`config.mk`:
```
export PLATFORM = sky130hd
export DESIGN_NAME = sprite_anim_renderer_flat
export DESIGN_NICKNAME = d
export VERILOG_FILES = /design/src/rtl/sprite_anim_renderer_if.sv /design/src/rtl/sprite_anim_renderer.sv /design/src/flat_wrapper.sv
export SDC_FILE = /design/constraint.sdc
export NUM_CORES = 1
export LEC_CHECK = 0
export ABC_AREA = 1
export BUFFER_PORTS_ARGS = -buffer_cell sky130_fd_sc_hd__buf_2
export CAP_MARGIN = 20
export CORE_ASPECT_RATIO = 0.9
export CORE_UTILIZATION = 40
export CTS_BUF_LIST = sky130_fd_sc_hd__clkbuf_8 sky130_fd_sc_hd__clkbuf_16
export CTS_CLUSTER_SIZE = 40
export DETAILED_ROUTE_END_ITERATION = 8
export PLACE_DENSITY = 0.75
export SLEW_MARGIN = 20
export SYNTH_ARGS = -nofsm -noshare
export SYNTH_HDL_FRONTEND = slang
export SYNTH_SLANG_ARGS = --single-unit
```
`constraint.sdc`:
```
create_clock -name vga_clk -period 7 [get_ports vga_clk]
set_input_delay 1.4 -clock vga_clk [delete_from_list [all_inputs] [get_ports vga_clk]]
set_output_delay 1.4 -clock vga_clk [all_outputs]
set_load 0.05 [all_outputs]
```
`src/rtl/sprite_anim_renderer_if.sv`:
```
// Pixel, sprite-control, ROM and output signals of the sprite renderer.
// The slave modport is the renderer's view; master is the driver/ROM side.
interface sprite_anim_renderer_if #(
  parameter int ADDR_W = 12,
  parameter int IDX_W  = 4
);
  logic [9:0]        DrawX;
  logic [9:0]        DrawY;
  logic              blank;
  logic              frame_sync;
  logic [9:0]        sprite_x;
  logic [9:0]        sprite_y;
  logic              flip_x;
  logic              anim_en;
  logic              anim_restart;
  logic [ADDR_W-1:0] rom_address;
  logic [IDX_W-1:0]  rom_q;
  logic [IDX_W-1:0]  pix_idx;
  logic              pix_hit;
  logic [3:0]        cur_frame;

  modport slave (
    input  DrawX, DrawY, blank, frame_sync, sprite_x, sprite_y,
    input  flip_x, anim_en, anim_restart, rom_q,
    output rom_address, pix_idx, pix_hit, cur_frame
  );

  modport master (
    output DrawX, DrawY, blank, frame_sync, sprite_x, sprite_y,
    output flip_x, anim_en, anim_restart, rom_q,
    input  rom_address, pix_idx, pix_hit, cur_frame
  );
endinterface

```
`src/rtl/sprite_anim_renderer.sv`:
```
// Animated, scaled, optionally mirrored sprite renderer: scan position -> ROM address,
// then a 2-cycle pipeline to a palette index and opaque-hit flag.
module sprite_anim_renderer #(
  parameter int SPR_W       = 32,
  parameter int SPR_H       = 32,
  parameter int SCALE_LOG2  = 1,
  parameter int FRAMES      = 4,
  parameter int FRAME_TICKS = 8,
  parameter int IDX_W       = 4,
  parameter logic [IDX_W-1:0] TRANSPARENT_IDX = '0
) (
  input  logic                  vga_clk,
  input  logic                  reset_n,
  sprite_anim_renderer_if.slave bus
);
  localparam int ADDR_W = $clog2(FRAMES * SPR_W * SPR_H);
  localparam int U_W    = $clog2(SPR_W);
  localparam int V_W    = $clog2(SPR_H);
  localparam logic [10:0] BOX_W      = 11'(SPR_W << SCALE_LOG2);
  localparam logic [10:0] BOX_H      = 11'(SPR_H << SCALE_LOG2);
  localparam logic [3:0]  LAST_FRAME = 4'(FRAMES - 1);
  localparam logic [7:0]  LAST_TICK  = 8'(FRAME_TICKS - 1);

  logic [9:0]       pos_x_q, pos_x_d, pos_y_q, pos_y_d;
  logic             flip_q, flip_d;
  logic [3:0]       cur_frame_q, cur_frame_d;
  logic [7:0]       tick_q, tick_d;
  logic             hit_d1_q;
  logic             pix_hit_q;
  logic [IDX_W-1:0] pix_idx_q;

  logic [10:0]      lx, ly;
  logic             in_box;
  logic [U_W-1:0]   u_raw, u_idx;
  logic [V_W-1:0]   v_idx;

  // Sprite state only changes on frame_sync so a frame is never drawn half old, half new.
  always_comb begin
    pos_x_d     = pos_x_q;
    pos_y_d     = pos_y_q;
    flip_d      = flip_q;
    cur_frame_d = cur_frame_q;
    tick_d      = tick_q;
    if (bus.frame_sync) begin
      pos_x_d = bus.sprite_x;
      pos_y_d = bus.sprite_y;
      flip_d  = bus.flip_x;
      if (bus.anim_restart) begin
        cur_frame_d = '0;
        tick_d      = '0;
      end else if (bus.anim_en) begin
        if (tick_q == LAST_TICK) begin
          tick_d      = '0;
          cur_frame_d = (cur_frame_q == LAST_FRAME) ? 4'd0 : cur_frame_q + 4'd1;
        end else begin
          tick_d = tick_q + 8'd1;
        end
      end
    end
  end

  // 11-bit differences: bit 10 set means the scan point is left of / above the sprite.
  assign lx     = {1'b0, bus.DrawX} - {1'b0, pos_x_q};
  assign ly     = {1'b0, bus.DrawY} - {1'b0, pos_y_q};
  assign in_box = ~lx[10] & ~ly[10] & (lx < BOX_W) & (ly < BOX_H);
  assign u_raw  = lx[SCALE_LOG2 +: U_W];
  assign v_idx  = ly[SCALE_LOG2 +: V_W];
  // SPR_W is a power of two, so SPR_W-1-u is just the bitwise complement.
  assign u_idx  = flip_q ? ~u_raw : u_raw;

  assign bus.rom_address = in_box
                         ? ((ADDR_W'(cur_frame_q) << (U_W + V_W)) | ADDR_W'({v_idx, u_idx}))
                         : '0;

  always_ff @(posedge vga_clk or negedge reset_n) begin
    if (!reset_n) begin
      pos_x_q     <= '0;
      pos_y_q     <= '0;
      flip_q      <= 1'b0;
      cur_frame_q <= '0;
      tick_q      <= '0;
      hit_d1_q    <= 1'b0;
      pix_hit_q   <= 1'b0;
      pix_idx_q   <= TRANSPARENT_IDX;
    end else begin
      pos_x_q     <= pos_x_d;
      pos_y_q     <= pos_y_d;
      flip_q      <= flip_d;
      cur_frame_q <= cur_frame_d;
      tick_q      <= tick_d;
      hit_d1_q    <= in_box & bus.blank;
      pix_hit_q   <= hit_d1_q & (bus.rom_q != TRANSPARENT_IDX);
      pix_idx_q   <= hit_d1_q ? bus.rom_q : TRANSPARENT_IDX;
    end
  end

  assign bus.pix_hit   = pix_hit_q;
  assign bus.pix_idx   = pix_idx_q;
  assign bus.cur_frame = cur_frame_q;
endmodule

```
`src/flat_wrapper.sv`:
```
// flat-port wrapper written by rule: the top's interface ports become plain ports
module sprite_anim_renderer_flat 
#(
  parameter int SPR_W       = 32,
  parameter int SPR_H       = 32,
  parameter int SCALE_LOG2  = 1,
  parameter int FRAMES      = 4,
  parameter int FRAME_TICKS = 8,
  parameter int IDX_W       = 4,
  parameter logic [IDX_W-1:0] TRANSPARENT_IDX = '0
)
  (vga_clk, reset_n, bus_DrawX, bus_DrawY, bus_blank, bus_frame_sync, bus_sprite_x, bus_sprite_y, bus_flip_x, bus_anim_en, bus_anim_restart, bus_rom_q, bus_rom_address, bus_pix_idx, bus_pix_hit, bus_cur_frame);
  sprite_anim_renderer_if #(.ADDR_W((12)), .IDX_W(IDX_W)) bus_i ();
  input  logic vga_clk;
  input  logic reset_n;
  input wire logic [$bits(bus_i.DrawX)-1:0] bus_DrawX;
  input wire logic [$bits(bus_i.DrawY)-1:0] bus_DrawY;
  input wire logic [$bits(bus_i.blank)-1:0] bus_blank;
  input wire logic [$bits(bus_i.frame_sync)-1:0] bus_frame_sync;
  input wire logic [$bits(bus_i.sprite_x)-1:0] bus_sprite_x;
  input wire logic [$bits(bus_i.sprite_y)-1:0] bus_sprite_y;
  input wire logic [$bits(bus_i.flip_x)-1:0] bus_flip_x;
  input wire logic [$bits(bus_i.anim_en)-1:0] bus_anim_en;
  input wire logic [$bits(bus_i.anim_restart)-1:0] bus_anim_restart;
  input wire logic [$bits(bus_i.rom_q)-1:0] bus_rom_q;
  output wire logic [$bits(bus_i.rom_address)-1:0] bus_rom_address;
  output wire logic [$bits(bus_i.pix_idx)-1:0] bus_pix_idx;
  output wire logic [$bits(bus_i.pix_hit)-1:0] bus_pix_hit;
  output wire logic [$bits(bus_i.cur_frame)-1:0] bus_cur_frame;
  assign bus_i.DrawX = bus_DrawX;
  assign bus_i.DrawY = bus_DrawY;
  assign bus_i.blank = bus_blank;
  assign bus_i.frame_sync = bus_frame_sync;
  assign bus_i.sprite_x = bus_sprite_x;
  assign bus_i.sprite_y = bus_sprite_y;
  assign bus_i.flip_x = bus_flip_x;
  assign bus_i.anim_en = bus_anim_en;
  assign bus_i.anim_restart = bus_anim_restart;
  assign bus_i.rom_q = bus_rom_q;
  assign bus_rom_address = bus_i.rom_address;
  assign bus_pix_idx = bus_i.pix_idx;
  assign bus_pix_hit = bus_i.pix_hit;
  assign bus_cur_frame = bus_i.cur_frame;
  sprite_anim_renderer #(.SPR_W(SPR_W), .SPR_H(SPR_H), .SCALE_LOG2(SCALE_LOG2), .FRAMES(FRAMES), .FRAME_TICKS(FRAME_TICKS), .IDX_W(IDX_W), .TRANSPARENT_IDX(TRANSPARENT_IDX)) u_core (.vga_clk(vga_clk), .reset_n(reset_n), .bus(bus_i));
endmodule
```
==> impl_results.md <==
- Share of post-route cells with drive strength above 1: 24.0%
- Unrepaired setup endpoints after global routing: no
- Slew Limit Fails: 0
- Hold Crit Start: u_core.tick_q[1]
- Netlist cell types: 30
- WL per Instance: 11.0 µm
- Antenna diode count: 0
- Crit end category: primary output
- Hold buffers post-CTS: 0
- Clock transition at path regs: 0.08 ns
- Routed wire length: 6.12 mm
- Avg Vias per Cell: 4.61
- Congestion Overflow GR: 0
- Seq/Total Area, Yosys: 34.4%
- Mapped Area: 2840 µm²
- Setup tns final: 0 ns
- Pre-Repair DR Iteration Count: 6
- Final hold vios: 0
- MaxCap Viol Count: 0
- PostCTS Resize Cnt: 0
- Worst path arrival time: 3.74 ns
- Startpoint types: input port
- Actual slew at the worst max-slew pin: 0.843 ns
- Yosys top cell area share: 34.4%
- Die H: 81.9 µm
- Clock buffer depth: 2
- GRT Total Usage: 16.7%
- Row count: 28
- Antenna-violating nets left: 0
- LEAKAGE: 1.92 nW
- Biggest area consumer among synthesized cells: dfrtp_1
- Post-CTS setup buffers: 0
- Detailed Place HPWL: 4.94 mm
- Root Buffer: clkbuf_8
- Total CTS buffers: 5
- Power, Total: 675 µW
- Commonest non-fill, non-tap cells in the layout: nand2_1 (102), inv_1 (78), buf_2 (71)
- Pwr dens: 199 nW/µm²
- Post-Syn Instances: 393
- Outcome: finished, final reports clean
- Horiz. Die Dim: 90.7 µm
- Initial DRC count: 78
- Synth Register Bits: 39
- CTS sink cnt: 39
- Crit Path Max Fanout: 13
- # nets final: 538
- Synthesis warning total: 0
- PortBufs: 71
- Top Ports: 72
- DR vias: 2,563
- Rel. slew slack: 43.8%
- Worst Path Required: 5.60 ns
- Cells along the critical path: buf_2 > nor2_1 > inv_1 > fa_1 > nand3_1 > nand3_2 > nand2_1 > nand2_1 > nand2_1 > nand3_2 > nor2_2 > nand3_2 > nor2_2 > buf_2
- Mapped Nets: 466
- Global-route wire length before repair: 9.97 mm
- Core area: 6730 µm²
- CP peak stage delay: 0.43 ns
- Final setup viols: 0
- Worst Hold Class: flip-flop to flip-flop
- Initial Util: 42.2%
- Achievable frequency: 0.195 GHz
- Gpl congestion: 0.873
- Most common cell after layout, fill and taps aside: nand2_1
- Setup clock skew after layout: 0.00276 ns
- Area delta synth->final: 19.4%
- TritonCTS clock tree: yes
- # fillers: 676
- Maximum vdd ir drop: 0.120 mV
- Avg Inst Size Synth: 7.21 µm²
- Initial antenna violation count: 0
- Worst path slowest cell: fa_1
- Min Clock Period, post-route: 5.14 ns
- DRC: 0
- H-tree Lvls: 2
- Clk_lat worst skew: 0.28 ns
- Tcrit/Tclk final: 73.4%
- Synth top area cells: dfrtp_1 (34%), nand2_1 (14%), inv_1 (10%), ha_1 (8.8%), o21ai_0 (4.4%)
- Die area: 7430 µm²
- Reg2reg start: u_core.pos_y_q[0]
- Pin count of the biggest net entering global routing: 42
- Critical Setup Path Class: input port to primary output
- Crit path from: bus_DrawY[0]
- Vias in the first global route: 2,290
[synth_stat cells]
master,count
nand2_1,102
inv_1,78
dfrtp_1,39
o21ai_0,25
nand3_1,23
ha_1,20
nor2_1,20
a21oi_1,16
nor2_2,14
xnor2_1,9
nand2_2,6
xor2_1,6
clkbuf_1,5
nand3_2,5
nand4_1,5
fa_1,2
inv_2,2
mux2_2,2
nor3_1,2
o22ai_1,2
a21oi_2,1
buf_6,1
clkinv_1,1
nor2_4,1
nor4_1,1
nor4_2,1
o21a_1,1
o21ai_2,1
o21bai_1,1
o41a_1,1
[layer usage]
layer	routed length (µm)	global-route usage, %	up-vias
met2	2770	29.1	89
li1	-	-	1360
met1	2930	22.2	1112
met4	4	1.61	0
met3	419	3.70	2
met5	0	0	-
[per-stage QoR]
stage,hold WS (ns),util [%],instance area (µm²),std cells,setup slack [ns]
2_1_floorplan,0.475,-,2840,393,2.24
3_3_place_gp,0.494,48.7,3270,548,1.94
3_5_place_dp,0.501,48.7,3270,548,1.85
4_1_cts,0.520,50.3,3390,556,1.84
5_1_grt,0.545,50.3,3390,556,1.65
6_report,0.516,50.3,3390,556,1.86
[power by group]
| group | internal, mW | leakage, nW | total (mW) | switching, mW |
|---|---|---|---|---|
| registers | 0.246 | 0.500 | 0.260 | 0.0134 |
| logic | 0.0859 | 1.36 | 0.229 | 0.143 |
| clock network | 0.106 | 0.0581 | 0.186 | 0.0800 |
[cell families (layout without fill, tap and decap cells)]
family	count (synthesis)	in the layout	share of synthesized area, %
buffers and inverters	87	160	11.8
muxes	2	2	0.794
and+or+nand+nor	180	180	28.9
xor gates and xnor gates	15	15	4.63
DFF	39	39	34.4
AOI/OAI and AO/OA	48	48	9.22
adders and majority gates	22	22	10.2
[worst max-delay path, delay by kind of cell]
family	cells	cell delay [ns]
and+or+nand+nor	10	1.43
buffers and inverters	3	0.50
adders and majority gates	1	0.43
[worst paths after layout]
| path | end | slack (ns) | cells after the start |
|---|---|---|---|
| worst max-delay path | bus_rom_address[9] | 1.86 | 14 |
| worst min-delay path | u_core.tick_q[1] | 0.52 | 2 |
| worst max register to register | u_core.hit_d1_q | 4.61 | 13 |
| worst min register to register | u_core.tick_q[1] | 0.52 | 2 |
| max in group asynchronous | u_core.tick_q[2] | 5.25 | 1 |
| min in group asynchronous | u_core.bus.pix_hit | 1.21 | 1 |
[final cells by class]
| type | count | area [µm²] | area share (%) |
|---|---|---|---|
| multi-input cells | 267 | 1530 | 45.0 |
| flip-flops and latches | 39 | 976 | 28.8 |
| repair buffers | 71 | 355 | 10.5 |
| inverters | 81 | 304 | 8.98 |
| well taps | 90 | 113 | 3.33 |
| clock buffers | 5 | 68.8 | 2.03 |
| clock inverters | 3 | 43.8 | 1.29 |
[flip-flops by register name (all words and copies together) (netlist names)]
register and flops:
u_core.flip_q 1, u_core.pos_y_q 10, u_core.bus.pix_idx 4, u_core.bus.pix_hit 1
u_core.hit_d1_q 1, u_core.pos_x_q 10, u_core.tick_q 8, u_core.bus.cur_frame 4
(Power assumes the default switching activity.)
